File: src/rtl/muldiv_unit.sv
// Iterative radix-2 RV32M multiply/divide unit with start/busy/done handshake.
// Optional macro FAST_MUL_EN: MUL* ops use a single-cycle combinational multiplier.
module muldiv_unit #(
    parameter int DATA_WIDTH = 32
) (
    input  logic                  clk,
    input  logic                  rst,
    input  logic                  start,
    input  logic                  flush,
    input  logic [2:0]            MulDivOp,
    input  logic [DATA_WIDTH-1:0] SrcA,
    input  logic [DATA_WIDTH-1:0] SrcB,
    output logic                  Busy,
    output logic                  Done,
    output logic [DATA_WIDTH-1:0] Result,
    output logic                  Zero
);
    localparam int W  = DATA_WIDTH;
    localparam int CW = $clog2(W);

    typedef enum logic [1:0] {IDLE, CALC, FIN} state_t;

    state_t           state_q, state_d;
    logic [2:0]       op_q, op_d;
    logic             a_neg_q, a_neg_d, b_neg_q, b_neg_d;
    logic             special_q, special_d;
    logic [W-1:0]     mag_q, mag_d;
    logic [2*W-1:0]   prod_q, prod_d;
    logic [CW-1:0]    cnt_q, cnt_d;
    logic [W-1:0]     result_q, result_d;
    logic             done_q, done_d;

    function automatic logic op_a_signed(input logic [2:0] op);
        return (op == 3'b001) || (op == 3'b010) || (op == 3'b100) || (op == 3'b110);
    endfunction

    function automatic logic op_b_signed(input logic [2:0] op);
        return (op == 3'b001) || (op == 3'b100) || (op == 3'b110);
    endfunction

    // Operand preparation for the accepting edge
    logic         is_div_in, a_neg_in, b_neg_in, div_zero, div_ovf;
    logic [W-1:0] abs_a, abs_b, special_val;

    always_comb begin
        is_div_in   = MulDivOp[2];
        a_neg_in    = op_a_signed(MulDivOp) & SrcA[W-1];
        b_neg_in    = op_b_signed(MulDivOp) & SrcB[W-1];
        abs_a       = a_neg_in ? -SrcA : SrcA;
        abs_b       = b_neg_in ? -SrcB : SrcB;
        div_zero    = is_div_in && (SrcB == '0);
        div_ovf     = is_div_in && !MulDivOp[0] && (SrcA == {1'b1, {(W-1){1'b0}}}) && (SrcB == '1);
        if (div_zero)
            special_val = MulDivOp[1] ? SrcA : '1;
        else
            special_val = MulDivOp[1] ? '0 : SrcA;
    end

    // One iteration: prod_q holds {acc, multiplier} for mul and {remainder, quotient} for div
    logic [W:0]     mul_sum, div_trial;
    logic           div_ge;
    logic [W-1:0]   div_rem;
    logic [2*W-1:0] step_val;

    always_comb begin
        mul_sum   = {1'b0, prod_q[2*W-1:W]} + (prod_q[0] ? {1'b0, mag_q} : '0);
        div_trial = prod_q[2*W-1:W-1];
        div_ge    = div_trial >= {1'b0, mag_q};
        div_rem   = div_ge ? W'(div_trial - {1'b0, mag_q}) : div_trial[W-1:0];
        step_val  = op_q[2] ? {div_rem, prod_q[W-2:0], div_ge} : {mul_sum, prod_q[W-1:1]};
    end

    logic [2*W-1:0] mul_full;
    logic [W-1:0]   quo, rem, fin_val;
`ifdef FAST_MUL_EN
    logic [2*W-1:0] fa, fb;
`endif

    always_comb begin
`ifdef FAST_MUL_EN
        // Sign-extended operands; the low 2W bits of the product are exact
        fa       = {{W{op_a_signed(op_q) & prod_q[2*W-1]}}, prod_q[2*W-1:W]};
        fb       = {{W{op_b_signed(op_q) & prod_q[W-1]}}, prod_q[W-1:0]};
        mul_full = fa * fb;
`else
        mul_full = (a_neg_q ^ b_neg_q) ? -prod_q : prod_q;
`endif
        quo = prod_q[W-1:0];
        rem = prod_q[2*W-1:W];
        if (special_q)
            fin_val = prod_q[W-1:0];
        else if (op_q[2])
            fin_val = op_q[1] ? (a_neg_q ? -rem : rem) : ((a_neg_q ^ b_neg_q) ? -quo : quo);
        else
            fin_val = (op_q[1:0] == 2'b00) ? mul_full[W-1:0] : mul_full[2*W-1:W];
    end

    always_comb begin
        state_d   = state_q;
        op_d      = op_q;
        a_neg_d   = a_neg_q;
        b_neg_d   = b_neg_q;
        special_d = special_q;
        mag_d     = mag_q;
        prod_d    = prod_q;
        cnt_d     = cnt_q;
        result_d  = result_q;
        done_d    = 1'b0;
        if (flush) begin
            state_d = IDLE;
        end else begin
            case (state_q)
                IDLE: begin
                    if (start) begin
                        op_d      = MulDivOp;
                        a_neg_d   = a_neg_in;
                        b_neg_d   = b_neg_in;
                        cnt_d     = '0;
                        special_d = div_zero || div_ovf;
                        if (div_zero || div_ovf) begin
                            prod_d  = {{W{1'b0}}, special_val};
                            state_d = FIN;
`ifdef FAST_MUL_EN
                        end else if (!is_div_in) begin
                            prod_d  = {SrcA, SrcB};
                            state_d = FIN;
`endif
                        end else begin
                            mag_d   = is_div_in ? abs_b : abs_a;
                            prod_d  = {{W{1'b0}}, (is_div_in ? abs_a : abs_b)};
                            state_d = CALC;
                        end
                    end
                end
                CALC: begin
                    prod_d = step_val;
                    cnt_d  = cnt_q + 1'b1;
                    if (cnt_q == CW'(W - 1))
                        state_d = FIN;
                end
                FIN: begin
                    result_d = fin_val;
                    done_d   = 1'b1;
                    state_d  = IDLE;
                end
                default: state_d = IDLE;
            endcase
        end
    end

    always_ff @(posedge clk or posedge rst) begin
        if (rst) begin
            state_q   <= IDLE;
            op_q      <= '0;
            a_neg_q   <= 1'b0;
            b_neg_q   <= 1'b0;
            special_q <= 1'b0;
            mag_q     <= '0;
            prod_q    <= '0;
            cnt_q     <= '0;
            result_q  <= '0;
            done_q    <= 1'b0;
        end else begin
            state_q   <= state_d;
            op_q      <= op_d;
            a_neg_q   <= a_neg_d;
            b_neg_q   <= b_neg_d;
            special_q <= special_d;
            mag_q     <= mag_d;
            prod_q    <= prod_d;
            cnt_q     <= cnt_d;
            result_q  <= result_d;
            done_q    <= done_d;
        end
    end

    assign Busy   = (state_q != IDLE);
    assign Done   = done_q;
    assign Result = result_q;
    assign Zero   = (result_q == '0);
endmodule

File: config.mk
export PLATFORM = sky130hd
export DESIGN_NAME = muldiv_unit
export DESIGN_NICKNAME = d
export VERILOG_FILES = /design/src/rtl/muldiv_unit.sv
export SDC_FILE = /design/constraint.sdc
export NUM_CORES = 1
export LEC_CHECK = 0
export BUFFER_PORTS_ARGS = -buffer_cell sky130_fd_sc_hd__buf_2
export CAP_MARGIN = 0
export CORE_MARGIN = 5
export CORE_UTILIZATION = 63
export CTS_CLUSTER_SIZE = 10
export DETAILED_ROUTE_END_ITERATION = 10
export PLACE_DENSITY = 0.83
export SLEW_MARGIN = 20
export SYNTH_ARGS = -nofsm -noshare
export SYNTH_HDL_FRONTEND = slang
export SYNTH_SLANG_ARGS = --single-unit
File: constraint.sdc
create_clock -name clk -period 4.55 [get_ports clk]
set_input_delay 0.2275 -clock clk [delete_from_list [all_inputs] [get_ports clk]]
set_output_delay 0.2275 -clock clk [all_outputs]
set_load 0.01 [all_outputs]
Word-level counts from Yosys, hierarchy flattened --
Index checks and enable logic that the tools add are counted.
Storage, ports and cells: register bits after elaboration 142, input port bits 71, logic and storage cells 87
Operators by class: add/sub/neg operators 8, order comparisons 1, equality and inequality tests 12, multiplexer cells 29, bitwise gates (word level) 5, reduce and logical (&&, ||, !) cells 22
Operators with widths (number):
- $mux W32 | 16
- $mux W64 | 3
- $neg A32 Y32 | 4
- $pmux W64 S2 | 1
- $eq A32 B32 Y1 const B | 2
- $logic_not A32 Y1 | 2
- $neg A64 Y64 | 1
- $add A32 B32 Y33 | 1
- $ge A33 B32 Y1 | 1
- $sub A32 B32 Y32 | 1
- $pmux W5 S2 | 1
- $mux W2 | 4
- $eq A3 B3 Y1 const B | 2
- $logic_or A1 B1 Y1 | 6
- $ne A3 B3 Y1 const B | 2
- $reduce_and A3 Y1 | 2
- $add A5 B1 Y5 const B | 1
- $eq A5 B5 Y1 const B | 1
- $mux W5 | 1
- $logic_and A1 B1 Y1 | 4
- $logic_not A2 Y1 | 2
- $pmux W2 S2 | 1
- $reduce_and A2 Y1 | 2
- $reduce_and A4 Y1 | 1
- 11 further kinds | 15

Depth between registers and ports, before layout --
Gate-level depths: netlist of run 1.
depth in word-level cells 10, depth in mapped cells 15, depth with buffers taken out 13

Worst setup path before layout of run 1 --
No wires, ideal clock.
path kind reg-to-reg, from register prod_q[0], to register prod_q[60], arrival time 3167 ps, data required time 4424 ps, path slack 1257 ps, stages on the path, launching flop included 15, buffers on the path 2, period minus slack after synthesis 3293 ps, cell sequence dfrtp_1 -> clkbuf_1 -> inv_1 -> clkbuf_1 -> nor2_1 -> ha_1 -> a21oi_1 -> o211ai_1 -> a41oi_1 -> o21ai_0 -> a31oi_1 -> o21ai_0 -> a221oi_1 -> xnor2_1 -> a221o_1
Between the ends: word-level cells in the longest chain between the ends 4
Ends and longest elaborated chain:
- start, declared | RTL line 28 | logic [2*W-1:0] prod_q, prod_d;
- start signal, assigned | RTL line 170 | prod_q <= prod_d;
- $mux W32 | RTL line 66 | mul_sum = {1'b0, prod_q[2*W-1:W]} + (prod_q[0] ? {1'b0, mag_q} : '0);
- $add A32 B32 Y33 | RTL line 66
- $mux W64 | RTL line 70 | step_val = op_q[2] ? {div_rem, prod_q[W-2:0], div_ge} : {mul_sum, prod_q[W-1:1]};
- $pmux W64 S2 | RTL line 112 | case (state_q)
Every way passes these cells. A chain may end at the register's enable or synchronous reset.

Worst setup path in the final report of run 1 --
Ends and elaborated chain as after synthesis.

==> flow_summary.toml, run 1 <==
[worst_setup_path]
crit_fanout = 17
crit_path_end_kind = "flip-flop"
critPathKind = "reg -> reg"
r2r_setup_slack_ns = 0.38
r2r_end = "prod_q[60]"
cpMostUsedCell = "o21ai_0"
r2r-start = "prod_q[0]"
slowest_stage = "inv_1"
critPathLaunchType = "flip-flop"
worstPathArrival_ns = 4.49
cp.required_ns = 4.87
path_cells = "inv_1, nor2_1, ha_1, a21oi_1, o211ai_1, a41oi_1, o21ai_0, a31oi_1, o21ai_0, a221oi_1, xnor2_1, a221o_1"
ff2ff_path_depth = 12
slowest_delay_ns = 0.52

[global_routing]
gr-usage-all-layers_pct = 39.4
grt_max_degree = 109
antenna_found_initial = 0
grt_pass1_wl_mm = 89.0
grt_pass1_vias = 15723
overflow = 0

[cts]
cts_buffer_depth = 2
cts_sinks = 142
cts_tree = "built"
clk_latency_ns = 0.44
clk_pin_slew_ns = 0.07
cts_max_level = 4
cts_buffers = 17
cts-root-buf = "clkbuf_16"
cts_setup_buffers = 0
cts_resized = 0

[cells_and_area]
regArea_um2 = 3550
multi_input_area_um2 = 11200
nFillCells = 2149
layout-drive-gt1-share_pct = 11.5
synthToLayoutAreaGrowth_pct = 8.19
nets = 2260
n_antenna_cell = 0

[timing]
tightestPinTransition_ns = 1.00
skew_ns = 0.0177
setup_ws_ns = 0.382
slew_headroom_pct = 33.1
fin_crit_ns = 4.17
setup_viol_count_final = 0
slew_violations = 0
final.period_utilization_pct = 91.6
setup-tns-final_ns = 0
rsz0062_at_grt = "no"
fmax_mhz = 240
hold_viol = 0

[synthesis]
syn_area_um2 = 15600
ys_ff_latch = 142
synthTopCellsByArea = "dfrtp_1, a21oi_1, xor2_1"
yosysMostFrequentCell = "nand2_1"
synth_cell_types = 82
synth_flop_cell = "dfrtp_1"
synth.net_count = 2258
synthCells = 2114
async_flop_share_pct = 100
yosysTopAreaCell = "dfrtp_1"
synth_top_area_share_pct = 22.7
syn_avg_cell_area_um2 = 7.40
yosys_warnings = 0
synth_commonest_cells = "nand2_1, a21oi_1, nor2_1, o21ai_0, dfrtp_1"
synth_edf_count = 0
ys_seq_area_share_pct = 22.7

[route]
drtIter0Drc = 2330
viasPerCell = 6.95
wirelength_mm = 57.6
vias = 17055
post_drt_wl_per_cell_um = 23.5
antenna_left = 0
drc = 0
dr.pass1.iters = 7

[floorplan]
rows = 57
die_area_um2 = 28100
die_h_um = 168
io_pins = 106
fp.dieW_um = 168
fp.coreArea_um2 = 24400
start_util_pct = 64.1

[pwr]
power.leakage_nw = 7.52
ir_worst_vdd_mv = 0.235
finalPower_mw = 7.31
power_density_nw_per_um2 = 432
pwr-share-clk_pct = 20.7
p_int_mw = 3.76
switchingPower_mw = 3.55
p_seq_share_pct = 25.1
combPwrFrac_pct = 54.2
switching_share_pct = 48.6

[worst_hold_path]
whs_path_depth = 3
hold_path_end = "prod_q[12]"
hold_path.class = "in -> reg"
hp-start = "SrcA[12]"

[place]
pre_cts_ws_ns = 0.641
dp_hpwl_mm = 43.6
routabilityCongestion = 1.11
portBuffers = 105

[status]
status = "finished, final reports clean"

[job]
max-cap-violations = 0
-- power groups by stage --
stage                     logic, mW  registers, mW  clock network (mW)
after CTS                      3.82           1.80                1.50
after global routing           4.25           1.84                1.56
after global placement         3.73           1.81                   0
after floorplan                2.93           1.59                   0
after detailed placement       3.79           1.82                   0
final                          3.97           1.83                1.51
-- how the worst max path moves through the flow --
stage                     from    endpoint  slack [ns]  cells after the start
global placement    prod_q[32]  prod_q[55]        0.76                     10
detailed placement   prod_q[0]  prod_q[60]        0.64                     12
finish               prod_q[0]  prod_q[60]        0.38                     12
floorplan                  rst        Done        0.51                      1
CTS                  prod_q[0]  prod_q[60]        0.56                     12
global route         prod_q[0]  prod_q[62]        0.26                     12
-- layer usage --
metal / track usage (%) / routed length (µm) / part of all wire, %
met5: 0 / 0 / 0
met4: 20.5 / 3630 / 6.3
met3: 10.7 / 7390 / 13
met2: 57.3 / 23800 / 41
met1: 53.7 / 22800 / 40
-- state kept, by name (all words and copies together) (netlist names) --
signal	count
prod_q	64
mag_q	32
Done	1
b_neg_q	1
op_q	3
a_neg_q	1
Result	32
special_q	1
state_q	2
cnt_q	5
-- logic make-up (layout without fill, tap and decap cells) --
| kind of cell | count (synthesis) | after routing | share of synthesized area, % |
|---|---|---|---|
| simple gates | 688 | 688 | 21.4 |
| fa+ha+maj | 73 | 73 | 5.93 |
| mux | 60 | 60 | 3.93 |
| buf+inv | 248 | 263 | 6.22 |
| xor+xnor | 199 | 199 | 11.1 |
| compound gates | 704 | 704 | 28.6 |
| flops | 142 | 142 | 22.7 |
-- stage by stage --
stage | cells | hold slack [ns] | instance area (µm²) | utilization, %
3_3_place_gp | 2420 | 0.463 | 16300 | 66.8
6_report | 2453 | 0.105 | 16900 | 69.4
3_5_place_dp | 2420 | 0.466 | 16300 | 66.8
2_1_floorplan | 2114 | 0.344 | 15600 | -
4_1_cts | 2452 | 0.0656 | 16900 | 69.3
5_1_grt | 2453 | 0.142 | 16900 | 69.4
-- placed cells by master (no fill, tap or decap), types with 71 or more instances in the layout --
master     n
nor2_1   183
buf_2    105
xor2_1   101
nand2_1  229
ha_1      71
a21oi_1  195
dfrtp_1  141
o21ai_0  177
inv_1     75
xnor2_1   96
-- worst max-delay path, delay by kind of cell (launching register included) --
kind	cells	cell delay (ns)
simple gates	1	0.15
compound gates	8	2.37
buf+inv	1	0.52
flops	1	0.49
xor+xnor	1	0.12
fa+ha+maj	1	0.38
-- final cells by class --
class | count | area share [%]
flip-flops and latches | 142 | 21.0
multi-input cells | 1724 | 66.0
well taps | 324 | 2.40
clock buffers | 18 | 2.59
inverters | 77 | 1.75
clock inverters | 14 | 0.998
repair buffers | 154 | 5.29
-- timing repair --
item / 4_1_cts / 5_1_grt
hold endpoints to repair: 0 / 2
hold buffers: 0 / 1
setup endpoints to repair: 0 / 0
No activity file was read; power rests on OpenSTA's default activity.
==> inputs of run 2 (changes only) <==
==> constraint.sdc (replaced) <==
create_clock -name clk -period 4.2 [get_ports clk]
set_input_delay 0.21 -clock clk [delete_from_list [all_inputs] [get_ports clk]]
set_output_delay 0.21 -clock clk [all_outputs]
set_load 0.01 [all_outputs]
==> run 2 against run 1 <==
Against the previous run: clock skew rose by 0.0062 ns; critical path depth did not move; core utilization rose by 1.0 points; maximum frequency rose by 4.5%; clock-buffer cell count fell by 1; sequential cell count did not move; highest routed layer is now met5; largest cell class unchanged.
==> flow_summary.toml, run 2 (synthesis results as in run 1) <==
[timing]
final.period_utilization_pct = 94.9
setup_ws_ns = 0.213
slew_violations = 0
rsz0062_at_grt = "no"
setup-tns-final_ns = 0
skew_ns = 0.0239
setup_viol_count_final = 0
fin_crit_ns = 3.99
slew_headroom_pct = 29.9
tightestPinTransition_ns = 1.05
hold_viol = 0
fin_worst_hold_slack_ns = 0.114
fmax_mhz = 251

[place]
dpl_cell_area_um2 = 16500
dp_hpwl_mm = 44.6
routabilityCongestion = 1.04
portBuffers = 105
pre_cts_ws_ns = 0.341

[route]
dr.pass1.iters = 8
wirelength_mm = 58.3
drc = 0
post_drt_wl_per_cell_um = 23.5
viasPerCell = 6.93
vias = 17195
antenna_left = 0
drtIter0Drc = 2887

[global_routing]
grt_max_degree = 73
overflow = 0
grt_pass1_vias = 16023
antenna_found_initial = 1
gr-usage-all-layers_pct = 40.3
grt_pass1_wl_mm = 91.1

[worst_setup_path]
crit_fanout = 15
cpMostUsedCell = "o21ai_0"
path_cells = "clkinvlp_4, nor2_1, ha_1, a21oi_1, o211ai_1, a41oi_1, o21ai_0, a31oi_2, o21ai_0, a221oi_1, xnor2_1, a221o_1"
critPathLaunchType = "flip-flop"
worstPathArrival_ns = 4.31
cp.required_ns = 4.53
slowest_delay_ns = 0.56
crit_path_end_kind = "flip-flop"
critPathKind = "reg -> reg"
slowest_stage = "dfrtp_1"

[floorplan]
rows = 57
io_pins = 106
fp.dieW_um = 168
die_area_um2 = 28100
fp.coreArea_um2 = 24400
start_util_pct = 64.1
die_h_um = 168

[pwr]
power_density_nw_per_um2 = 461
power.leakage_nw = 7.67
ir_worst_vdd_mv = 0.315

[status]
status = "finished, final reports clean"

[worst_hold_path]
hold_path.class = "in -> reg"

[cells_and_area]
synthToLayoutAreaGrowth_pct = 9.74
layout_commonest_cell = "nand2_1"
regMostFlops = "prod_q"
regArea_um2 = 3550
nFillCells = 2057
layout.cell_area.non_filler_um2 = 17200
largest_register_ffs = 64
nets = 2287
layout-drive-gt1-share_pct = 12.7
multi_input_area_um2 = 11200
final_cell_mix = "nand2_1, a21oi_1, nor2_1"

[cts]
cts_setup_buffers = 0
cts_sinks = 142
cts_max_level = 4
cts_buffers = 17
cts-root-buf = "clkbuf_16"
cts_buffer_depth = 2
clk_pin_slew_ns = 0.07
clk_latency_ns = 0.45
cts_tree = "built"

[job]
max-cap-violations = 0
[run 2: cell types whose count changed in the layout (fill, tap and decap cells not counted), sizes merged]
cell    delta
buf       +27
clkinv     +3
bufinv     -2
clkbuf     -1
diode      +1
[run 2: report_power, final]
part | switching [mW] | leakage (nW) | total [mW] | internal, mW
Combinational | 2.79 | 5.52 | 4.45 | 1.65
Sequential | 0.315 | 1.85 | 1.88 | 1.57
Clock | 0.767 | 0.298 | 1.58 | 0.813
[run 2: area by class of cell]
cell class | instances | area share, %
diodes | 1 | 0.0146
repair buffers | 181 | 6.62
flip-flops and latches | 142 | 20.7
clock buffers | 17 | 2.48
well taps | 324 | 2.36
multi-input cells | 1724 | 65.0
inverters | 77 | 1.73
clock inverters | 15 | 1.07
[run 2: timing repair]
item | CTS | global route
gates resized for setup | 0 | 2
endpoints found under the hold margin | 64 | 0
endpoints found under the setup margin | 0 | 1
hold buffers | 1 | 0
[run 2: worst max-delay path, delay by kind of cell (launching register included)]
family / cells / cell delay (ns)
XOR/XNOR: 1 / 0.10
flip-flops: 1 / 0.56
AO/OA/AOI/OAI: 8 / 2.25
buffers and inverters: 1 / 0.42
adder cells (fa/ha/maj): 1 / 0.32
AND/OR/NAND/NOR: 1 / 0.22
[run 2: metal layers]
layer | vias to the layer above | global-route usage [%] | wire length, µm
met5 | - | 0 | 7
met1 | 8038 | 56.1 | 23600
met4 | 2 | 19.4 | 3420
li1 | 7726 | - | -
met2 | 1192 | 59.5 | 24400
met3 | 237 | 8.84 | 6780
[run 2: path summary, 6_finish.rpt]
path / startpoint / to / slack, ns / cells after the start
setup / recovery: prod_q[0] / prod_q[60] / 0.21 / 12
hold / removal: SrcA[16] / prod_q[16] / 0.11 / 3
setup reg to reg: prod_q[0] / prod_q[60] / 0.21 / 12
hold reg to reg: mag_q[9] / mag_q[9] / 0.49 / 2
max in group asynchronous: rst / op_q[2] / 2.79 / 4
min in group asynchronous: rst / prod_q[43] / 0.39 / 3
[run 2: per-stage QoR]
step	power [mW]	utilization [%]	cells
after floorplan	4.89	-	2114
after global placement	6.05	67.8	2447
after detailed placement	6.13	67.8	2447
after CTS	7.73	70.3	2480
after global routing	8.31	70.4	2480
final	7.91	70.4	2481
